`config.mk`:
```
export PLATFORM = sky130hd
export DESIGN_NAME = hazard_scoreboard_flat
export DESIGN_NICKNAME = d
export VERILOG_FILES = /design/src/rtl/hazard_scoreboard_if.sv /design/src/rtl/hazard_scoreboard.sv /design/src/flat_wrapper.sv
export SDC_FILE = /design/constraint.sdc
export NUM_CORES = 1
export LEC_CHECK = 0
export BUFFER_PORTS_ARGS = -buffer_cell sky130_fd_sc_hd__buf_2
export CAP_MARGIN = 25
export CORE_ASPECT_RATIO = 0.6
export CORE_MARGIN = 4
export CORE_UTILIZATION = 42
export DETAILED_ROUTE_END_ITERATION = 16
export GPL_TIMING_DRIVEN = 0
export PLACE_DENSITY = 0.68
export SLEW_MARGIN = 20
export SYNTH_ARGS = -nofsm -noshare
export SYNTH_HDL_FRONTEND = slang
export SYNTH_SLANG_ARGS = --single-unit
```
`constraint.sdc`:
```
create_clock -name clk -period 3.85 [get_ports clk]
set_input_delay 0.1925 -clock clk [delete_from_list [all_inputs] [get_ports clk]]
set_output_delay 0.1925 -clock clk [all_outputs]
set_load 0.02 [all_outputs]
```
`src/rtl/hazard_scoreboard_if.sv`:
```
// ============================================================================
// Module   : hazard_scoreboard_if
// Brief    : ID-stage operand/destination bundle and interlock results.
// Revision : 1.0
// ============================================================================
`default_nettype none

interface hazard_scoreboard_if #(
  parameter int REG_ADDR_W = 4,
  parameter int PERF_W     = 16
);
  logic                  id_valid;
  logic                  id_rd_en1;
  logic [REG_ADDR_W-1:0] id_src1;
  logic                  id_rd_en2;
  logic [REG_ADDR_W-1:0] id_src2;
  logic                  id_early;
  logic                  id_wr_en;
  logic [REG_ADDR_W-1:0] id_dst;
  logic                  id_is_load;
  logic                  flush;
  logic                  stall;
  logic [1:0]            hazard_src;
  logic [PERF_W-1:0]     stall_cnt;

  modport master (
    output id_valid, id_rd_en1, id_src1, id_rd_en2, id_src2, id_early,
           id_wr_en, id_dst, id_is_load, flush,
    input  stall, hazard_src, stall_cnt
  );

  modport slave (
    input  id_valid, id_rd_en1, id_src1, id_rd_en2, id_src2, id_early,
           id_wr_en, id_dst, id_is_load, flush,
    output stall, hazard_src, stall_cnt
  );
endinterface

`default_nettype wire

```
`src/rtl/hazard_scoreboard.sv`:
```
// ============================================================================
// Module   : hazard_scoreboard
// Brief    : Per-register countdown scoreboard raising ID stalls on RAW hazards.
// Revision : 1.0
// ============================================================================
`default_nettype none

module hazard_scoreboard #(
  parameter int REG_ADDR_W  = 4,
  parameter int LOAD_LAT    = 1,
  parameter int ALU_LAT     = 0,
  parameter int EARLY_EXTRA = 1,
  parameter int CNT_W       = 2,
  parameter bit ZERO_REG    = 1'b1,
  parameter int PERF_W      = 16
) (
  input  wire                 clk,
  input  wire                 rst_n,
  hazard_scoreboard_if.slave  bus
);
  localparam int             c_entries   = 2 ** REG_ADDR_W;
  localparam logic [CNT_W-1:0] c_load_init = CNT_W'(LOAD_LAT + EARLY_EXTRA);
  localparam logic [CNT_W-1:0] c_alu_init  = CNT_W'(ALU_LAT + EARLY_EXTRA);
  localparam logic [CNT_W-1:0] c_norm_thr  = CNT_W'(EARLY_EXTRA);

  logic [CNT_W-1:0]  r_cnt [c_entries];
  logic [PERF_W-1:0] r_stall_cnt;

  logic [CNT_W-1:0]  w_thr;
  logic              w_hit1;
  logic              w_hit2;
  logic              w_stall;
  logic              w_issue;
  logic [CNT_W-1:0]  w_init;

  // Normal consumers read from the EX forward path, so the extra early cycles
  // are already covered for them; early consumers need the counter fully drained.
  assign w_thr  = bus.id_early ? '0 : c_norm_thr;
  assign w_hit1 = bus.id_rd_en1 && !(ZERO_REG && (bus.id_src1 == '0)) &&
                  (r_cnt[bus.id_src1] > w_thr);
  assign w_hit2 = bus.id_rd_en2 && !(ZERO_REG && (bus.id_src2 == '0)) &&
                  (r_cnt[bus.id_src2] > w_thr);

  assign w_stall = bus.id_valid && !bus.flush && (w_hit1 || w_hit2);
  assign w_issue = bus.id_valid && !w_stall && !bus.flush && bus.id_wr_en &&
                   !(ZERO_REG && (bus.id_dst == '0));
  assign w_init  = bus.id_is_load ? c_load_init : c_alu_init;

  assign bus.stall      = w_stall;
  assign bus.hazard_src = w_stall ? {w_hit2, w_hit1} : 2'b00;
  assign bus.stall_cnt  = r_stall_cnt;

  // The hazard check above reads pre-issue state, so a load using its own
  // destination as base register never stalls on itself.
  always_ff @(posedge clk or negedge rst_n) begin
    if (!rst_n) begin
      for (int r = 0; r < c_entries; r++) begin
        r_cnt[r] <= '0;
      end
    end else begin
      for (int r = 0; r < c_entries; r++) begin
        if (bus.flush) begin
          r_cnt[r] <= '0;
        end else if (w_issue && (bus.id_dst == REG_ADDR_W'(r))) begin
          r_cnt[r] <= w_init;
        end else if (r_cnt[r] != '0) begin
          r_cnt[r] <= r_cnt[r] - 1'b1;
        end
      end
    end
  end

  always_ff @(posedge clk or negedge rst_n) begin
    if (!rst_n) begin
      r_stall_cnt <= '0;
    end else if (w_stall && (r_stall_cnt != '1)) begin
      r_stall_cnt <= r_stall_cnt + 1'b1;
    end
  end
endmodule

`default_nettype wire
```
`src/flat_wrapper.sv`:
```
// flat-port wrapper written by rule: the top's interface ports become plain ports
module hazard_scoreboard_flat 
#(
  parameter int REG_ADDR_W  = 4,
  parameter int LOAD_LAT    = 1,
  parameter int ALU_LAT     = 0,
  parameter int EARLY_EXTRA = 1,
  parameter int CNT_W       = 2,
  parameter bit ZERO_REG    = 1'b1,
  parameter int PERF_W      = 16
)
  (clk, rst_n, bus_id_valid, bus_id_rd_en1, bus_id_src1, bus_id_rd_en2, bus_id_src2, bus_id_early, bus_id_wr_en, bus_id_dst, bus_id_is_load, bus_flush, bus_stall, bus_hazard_src, bus_stall_cnt);
  hazard_scoreboard_if #(.REG_ADDR_W(REG_ADDR_W), .PERF_W(PERF_W)) bus_i ();
  input  wire clk;
  input  wire rst_n;
  input wire logic [$bits(bus_i.id_valid)-1:0] bus_id_valid;
  input wire logic [$bits(bus_i.id_rd_en1)-1:0] bus_id_rd_en1;
  input wire logic [$bits(bus_i.id_src1)-1:0] bus_id_src1;
  input wire logic [$bits(bus_i.id_rd_en2)-1:0] bus_id_rd_en2;
  input wire logic [$bits(bus_i.id_src2)-1:0] bus_id_src2;
  input wire logic [$bits(bus_i.id_early)-1:0] bus_id_early;
  input wire logic [$bits(bus_i.id_wr_en)-1:0] bus_id_wr_en;
  input wire logic [$bits(bus_i.id_dst)-1:0] bus_id_dst;
  input wire logic [$bits(bus_i.id_is_load)-1:0] bus_id_is_load;
  input wire logic [$bits(bus_i.flush)-1:0] bus_flush;
  output wire logic [$bits(bus_i.stall)-1:0] bus_stall;
  output wire logic [$bits(bus_i.hazard_src)-1:0] bus_hazard_src;
  output wire logic [$bits(bus_i.stall_cnt)-1:0] bus_stall_cnt;
  assign bus_i.id_valid = bus_id_valid;
  assign bus_i.id_rd_en1 = bus_id_rd_en1;
  assign bus_i.id_src1 = bus_id_src1;
  assign bus_i.id_rd_en2 = bus_id_rd_en2;
  assign bus_i.id_src2 = bus_id_src2;
  assign bus_i.id_early = bus_id_early;
  assign bus_i.id_wr_en = bus_id_wr_en;
  assign bus_i.id_dst = bus_id_dst;
  assign bus_i.id_is_load = bus_id_is_load;
  assign bus_i.flush = bus_flush;
  assign bus_stall = bus_i.stall;
  assign bus_hazard_src = bus_i.hazard_src;
  assign bus_stall_cnt = bus_i.stall_cnt;
  hazard_scoreboard #(.REG_ADDR_W(REG_ADDR_W), .LOAD_LAT(LOAD_LAT), .ALU_LAT(ALU_LAT), .EARLY_EXTRA(EARLY_EXTRA), .CNT_W(CNT_W), .ZERO_REG(ZERO_REG), .PERF_W(PERF_W)) u_core (.clk(clk), .rst_n(rst_n), .bus(bus_i));
endmodule
```
==> results.ini, run 1 <==
[worst_setup_path]
crit_path_max_incr_delay_ns=0.50
rr_endpoint=u_core.r_cnt[25]
crit_path_start_kind=register
ff2ff_setup_slack_ns=0.33
startpoint=u_core.r_cnt[0]
rr_worst_depth=11
r2r-start=u_core.r_cnt[0]
crit_type=register to output port
worstPathRequired_ns=3.66
crit_fanout=10
cp_common_cell=mux4_2
crit_slowest_cell=mux4_2
cp.arrival_ns=3.41
crit_path_end_kind=output port
crit_chain=mux4_2 > mux4_2 > inv_1 > ha_1 > nor2_1 > a311oi_1 > a2111oi_4 > or2_4 > buf_6 > buf_2

[timing]
final.setup.worst_slack_ns=0.250
slew_viol_final=0
tightest_slew_ns=0.652
slew_headroom=0.564
period_share=0.935
hold_viol=0
rsz0062_at_grt=false
setup-violations-final=0
skew_ns=0.00716
tns_ns=0
min_period_ns=3.60
fmax_ghz=0.278

[power_and_ir_drop]
p_sw_frac=0.394
p_int_w=0.00143
power.share.sequential=0.356
power.density_nw_per_um2=595
pwr-share-comb=0.452
p_sw_w=0.000934
irDropWorstVdd_mv=0.289
p_clk_frac=0.192
leakagePower_nw=1.86

[yosys]
syn_area_um2=3480
yosysUniqueCellTypes=37
syn-instance-count=358
syn_area_per_cell_um2=9.72
synth_edf_count=0
synth_seq_cells=48
yosys-mux-area-fraction=0.209
synth_top_family_by_area=multiplexers
async_reset_ff_frac=1.00
yosys_warnings=0
synthFlopType=dfrtp_1
synth_fp_nets=398
synth_simple_gate_area_frac=0.187
synth_compound_area_frac=0.0521
ys_seq_area_frac=0.345
synth_xor_area_frac=0.0780
synthAdderAreaFrac=0.0683

[global_route]
first_global_vias=2700
grt.overflow.total=0
grt_max_degree=49
grt_pass1_wl_um=14400
antenna_found_initial=0
grt.total_usage=0.187

[floorplanning]
num_rows=25
die_h_um=78.5
die_w_um=126
io_pins=40
die_area_um2=9850
coreArea_um2=7980
start_util=0.436

[placement]
gp_congestion=0.866
port_buffers=36
dp_worst_setup_slack_ns=0.161
dpl.hpwl_um=6750
dpl_cell_area_um2=3800

[layout]
diodes=0
drive_gt1_frac=0.241
stdcell_area_um2=3980
area_growth_pct=14.4
nets=442

[clock_tree]
root_buffer=clkbuf_16
cts_max_path_buffers=2
insertion_delay_ns=0.30
cts_htree_levels=2
tritoncts=done
clk_pin_slew_ns=0.07
cts_made_buffers=5
cts.sinks=48

[run_status]
outcome=complete, no violations

[routing]
detail-route-antenna-nets=0
routed_wl_um=8800
drt-initial-drc-count=170
routedWlPerCell_um=17.2
drt_first_pass_iters=5
vias_per_cell=5.35
drcViolationCount=0
num_vias=2732

[min_path]
hold_path.class=input pin to register
worstHoldStart=bus_id_dst[2]
min_to=u_core.r_cnt[6]
hold_path_depth=3

[run]
drv_cap=0

routing by layer:
metal | part of all wire | global-route usage | vias up
met4 | 0.0083 | 0.0292 | 0
met5 | 0 | 0 | -
met1 | 0.51 | 0.280 | 1349
li1 | - | - | 1318
met2 | 0.42 | 0.269 | 58
met3 | 0.059 | 0.0591 | 7
cells in the final DEF (no fill, tap or decap), types with 7 or more instances in the layout:
cell       n
nor2_1    62
ha_1      19
xor2_1    29
nand3_1    9
dfrtp_1   48
a21oi_1   16
nor3_2     8
inv_1     38
buf_2     38
mux4_2    14
mux2_2    17
mux2_1    17
nor3_1    11
clkbuf_1   7
nand2_1   19
registers in the layout, summed over array words and instances, names as in the netlist:
register,cells
u_core.r_cnt,32
u_core.bus.stall_cnt,16
power groups by stage:
| stage | sequential, W | clock (W) | combinational, W |
|---|---|---|---|
| 3_3_place_gp | 0.000833 | 0 | 0.000993 |
| 5_1_grt | 0.000864 | 0.000491 | 0.00122 |
| 2_1_floorplan | 0.000813 | 0 | 0.000820 |
| 4_1_cts | 0.000837 | 0.000461 | 0.00107 |
| 6_report | 0.000843 | 0.000455 | 0.00107 |
| 3_5_place_dp | 0.000846 | 0 | 0.00105 |
cell usage after synthesis, drive strengths merged, types with 2 or more instances:
master / number / area [um^2]
buf: 6 / 41.3
inv: 38 / 143
xnor2: 2 / 17.5
a311oi: 2 / 17.5
nor3: 19 / 135
xor2: 29 / 254
mux4: 14 / 315
nor2b: 5 / 31.3
ha: 19 / 238
nand2: 19 / 71.3
and3: 4 / 25.0
dfrtp: 48 / 1200
nand3: 9 / 45.0
or2: 2 / 15.0
nor2: 62 / 233
a21oi: 16 / 80.1
nor4: 2 / 18.8
mux2i: 3 / 30.0
clkbuf: 7 / 26.3
o211ai: 2 / 15.0
o2111ai: 2 / 17.5
nand3b: 3 / 22.5
nor3b: 2 / 25.0
a2111oi: 2 / 30.0
nand4: 2 / 12.5
mux2: 34 / 383
metrics by stage:
step           cells   util  hold WS, ns  total power, W
2_1_floorplan    358      -       -0.103         0.00163
3_3_place_gp     502  0.476        0.472         0.00183
3_5_place_dp     502  0.476        0.255         0.00190
4_1_cts          511  0.496        0.311         0.00236
5_1_grt          511  0.499        0.338         0.00257
6_report         511  0.499        0.309         0.00237
logic make-up (layout without fill, tap and decap cells):
group	after synthesis	in the layout
AND/OR/NAND/NOR	131	131
XOR/XNOR	31	31
multiplexers	51	51
buffers and inverters	51	96
adder cells (fa/ha/maj)	19	19
AO/OA/AOI/OAI	27	27
flip-flops	48	48
what timing repair did:
item | CTS | global route
setup buffers | 0 | 0
setup endpoints to repair | 0 | 6
hold buffers | 1 | 0
gates resized for setup | 0 | 2
hold endpoints to repair | 48 | 0
area by class of cell:
| type | instances | area (um^2) |
|---|---|---|
| clock buffer | 6 | 139 |
| tap | 108 | 135 |
| fill | 744 | 4000 |
| sequential | 48 | 1200 |
| buffer | 13 | 67.6 |
| multi-input combinational | 259 | 2090 |
| inverter | 38 | 143 |
| clock inverter | 2 | 10.0 |
| timing repair buffer | 37 | 193 |
worst max-delay path: cells and delay by family, from the launching register on:
kind            cells  cell delay (ns)
mux                 2             0.97
compound gates      2             0.60
flops               1             0.45
simple gates        2             0.45
buf+inv             3             0.41
fa+ha+maj           1             0.22
worst max path at each step:
| stage | end |
|---|---|
| floorplan | u_core.bus.stall_cnt[10] |
| global placement | u_core.bus.stall_cnt[10] |
| detailed placement | u_core.bus.stall_cnt[10] |
| CTS | bus_stall |
| global route | bus_stall |
| finish | bus_stall |
Note: power is estimated with default switching activity, not from simulation.
==> run 2: changes to the inputs <==
--- a/config.mk
+++ b/config.mk
@@ -12,7 +12,7 @@
 export CORE_UTILIZATION = 42
 export DETAILED_ROUTE_END_ITERATION = 16
 export GPL_TIMING_DRIVEN = 0
-export PLACE_DENSITY = 0.68
+export PLACE_DENSITY = 0.64
 export SLEW_MARGIN = 20
 export SYNTH_ARGS = -nofsm -noshare
 export SYNTH_HDL_FRONTEND = slang
==> results.ini, run 2 (synthesized netlist as in run 1, its figures left out) <==
[run_status]
outcome=complete, no violations

[worst_setup_path]
crit_path_start_kind=register
ff2ff_setup_slack_ns=0.17
crit_chain=mux4_2 > mux4_2 > inv_1 > ha_1 > nor2_1 > a311oi_1 > a2111oi_4 > or2_4 > nor3_1 > mux2_2
cp_common_cell=mux4_2
crit_path_max_incr_delay_ns=0.57
crit_type=register to register
cp.arrival_ns=3.86
crit_fanout=4
crit_path_end_kind=register
worstPathRequired_ns=4.03
crit_slowest_cell=nor3_1

[timing]
tightest_slew_ns=0.659
slew_viol_final=0
skew_ns=0.00606
setup-violations-final=0
min_period_ns=3.68
fmax_ghz=0.272
slew_headroom=0.557
period_share=0.956
tns_ns=0
rsz0062_at_grt=false
hold_viol=0

[power_and_ir_drop]
power_w=0.00236
leakagePower_nw=1.85
power.density_nw_per_um2=594
irDropWorstVdd_mv=0.236

[clock_tree]
clk_pin_slew_ns=0.07
cts_max_path_buffers=2
root_buffer=clkbuf_16
cts_htree_levels=2
insertion_delay_ns=0.29
cts_made_buffers=5
cts.sinks=48
tritoncts=done
post_cts_buffers=0

[global_route]
grt_max_degree=49
grt_pass1_wl_um=14800
grt.total_usage=0.191
antenna_found_initial=0
first_global_vias=2741
grt.overflow.total=0

[placement]
dpl.hpwl_um=6930
port_buffers=36
dp.cells=502
gp_congestion=0.922
dpl_cell_area_um2=3800

[layout]
fillCellCount=764
regArea_um2=1200
largest_reg_flops=32
fin_cells=511
multi_input_area_um2=2090
nets=442
regMostFlops=u_core.r_cnt
drive_gt1_frac=0.238
area_growth_pct=14.5
final_common_cell=nor2_1
diodes=0
stdcell_area_um2=3980
layout_common_cells=62 x nor2_1, 48 x dfrtp_1, 38 x inv_1, 38 x buf_2, 29 x xor2_1

[floorplanning]
start_util=0.436
io_pins=40
num_rows=25
die_w_um=126
coreArea_um2=7980
die_h_um=78.5
die_area_um2=9850

[routing]
drt_first_pass_iters=4
routedWlPerCell_um=17.6
top_layer=met4
wl_met1_um=4620
detail-route-antenna-nets=0
drcViolationCount=0
vias_per_cell=5.36
num_vias=2740
wl_met3_um=675
wl_met2_um=3640
drt-initial-drc-count=215
routed_wl_um=9010

[min_path]
hold_path.class=input pin to register

[run]
drv_cap=0

[run 2: changes by cell type in the layout (fill, tap and decap cells not counted)]
cell	before	now
clkinv_2	2	0
clkbuf_1	7	8
clkinvlp_4	0	1
[run 2: layer usage]
| layer | up-vias | global-route usage |
|---|---|---|
| met5 | - | 0 |
| met4 | 0 | 0.0260 |
| met3 | 9 | 0.0367 |
| met2 | 83 | 0.268 |
| met1 | 1337 | 0.307 |
| li1 | 1311 | - |
[run 2: report_power, final]
part	internal [W]	total [W]	switching, W	leakage (nW)
Combinational	0.000523	0.00107	0.000544	1.15
Clock	0.000259	0.000452	0.000192	0.0701
Sequential	0.000652	0.000846	0.000194	0.634
[run 2: worst paths after layout]
| kind | endpoint | depth (start not counted) | from |
|---|---|---|---|
| worst max register to register | u_core.r_cnt[29] | 10 | u_core.r_cnt[2] |
| worst max-delay path | u_core.r_cnt[29] | 10 | u_core.r_cnt[2] |
| max in group asynchronous | u_core.r_cnt[19] | 2 | rst_n |
| min in group asynchronous | u_core.bus.stall_cnt[1] | 2 | rst_n |
| worst min register to register | u_core.bus.stall_cnt[11] | 1 | u_core.bus.stall_cnt[11] |
| worst min-delay path | u_core.r_cnt[6] | 3 | bus_id_dst[2] |
[run 2: layout make-up]
| class | instances | share of cell area |
|---|---|---|
| buffer | 13 | 0.0170 |
| clock buffer | 7 | 0.0358 |
| clock inverter | 1 | 0.00189 |
| inverter | 38 | 0.0358 |
| multi-input combinational | 259 | 0.526 |
| sequential | 48 | 0.302 |
| tap | 108 | 0.0339 |
| timing repair buffer | 37 | 0.0484 |
[run 2: repair_timing]
action / CTS / global route
setup endpoints to repair: 0 / 10
endpoints found under the hold margin: 48 / 0
hold buffers: 1 / 0
gates resized for setup: 0 / 2
[run 2: worst max-delay path, delay by kind of cell (launching register included)]
kind                       cells  cell delay (ns)
AOI/OAI and AO/OA              2             0.62
adders and majority gates      1             0.13
buffers and inverters          1             0.07
DFF                            1             0.45
muxes                          3             1.37
and+or+nand+nor                3             0.93
[run 2: per-stage QoR]
step | hold WS, ns | util | setup WS, ns
final | 0.345 | 0.499 | 0.169
after global routing | 0.360 | 0.499 | 0.0928
after CTS | 0.344 | 0.496 | 0.0249
after detailed placement | 0.267 | 0.476 | 0.0279
after global placement | 0.475 | 0.476 | 0.133
after floorplan | -0.103 | - | 0.369
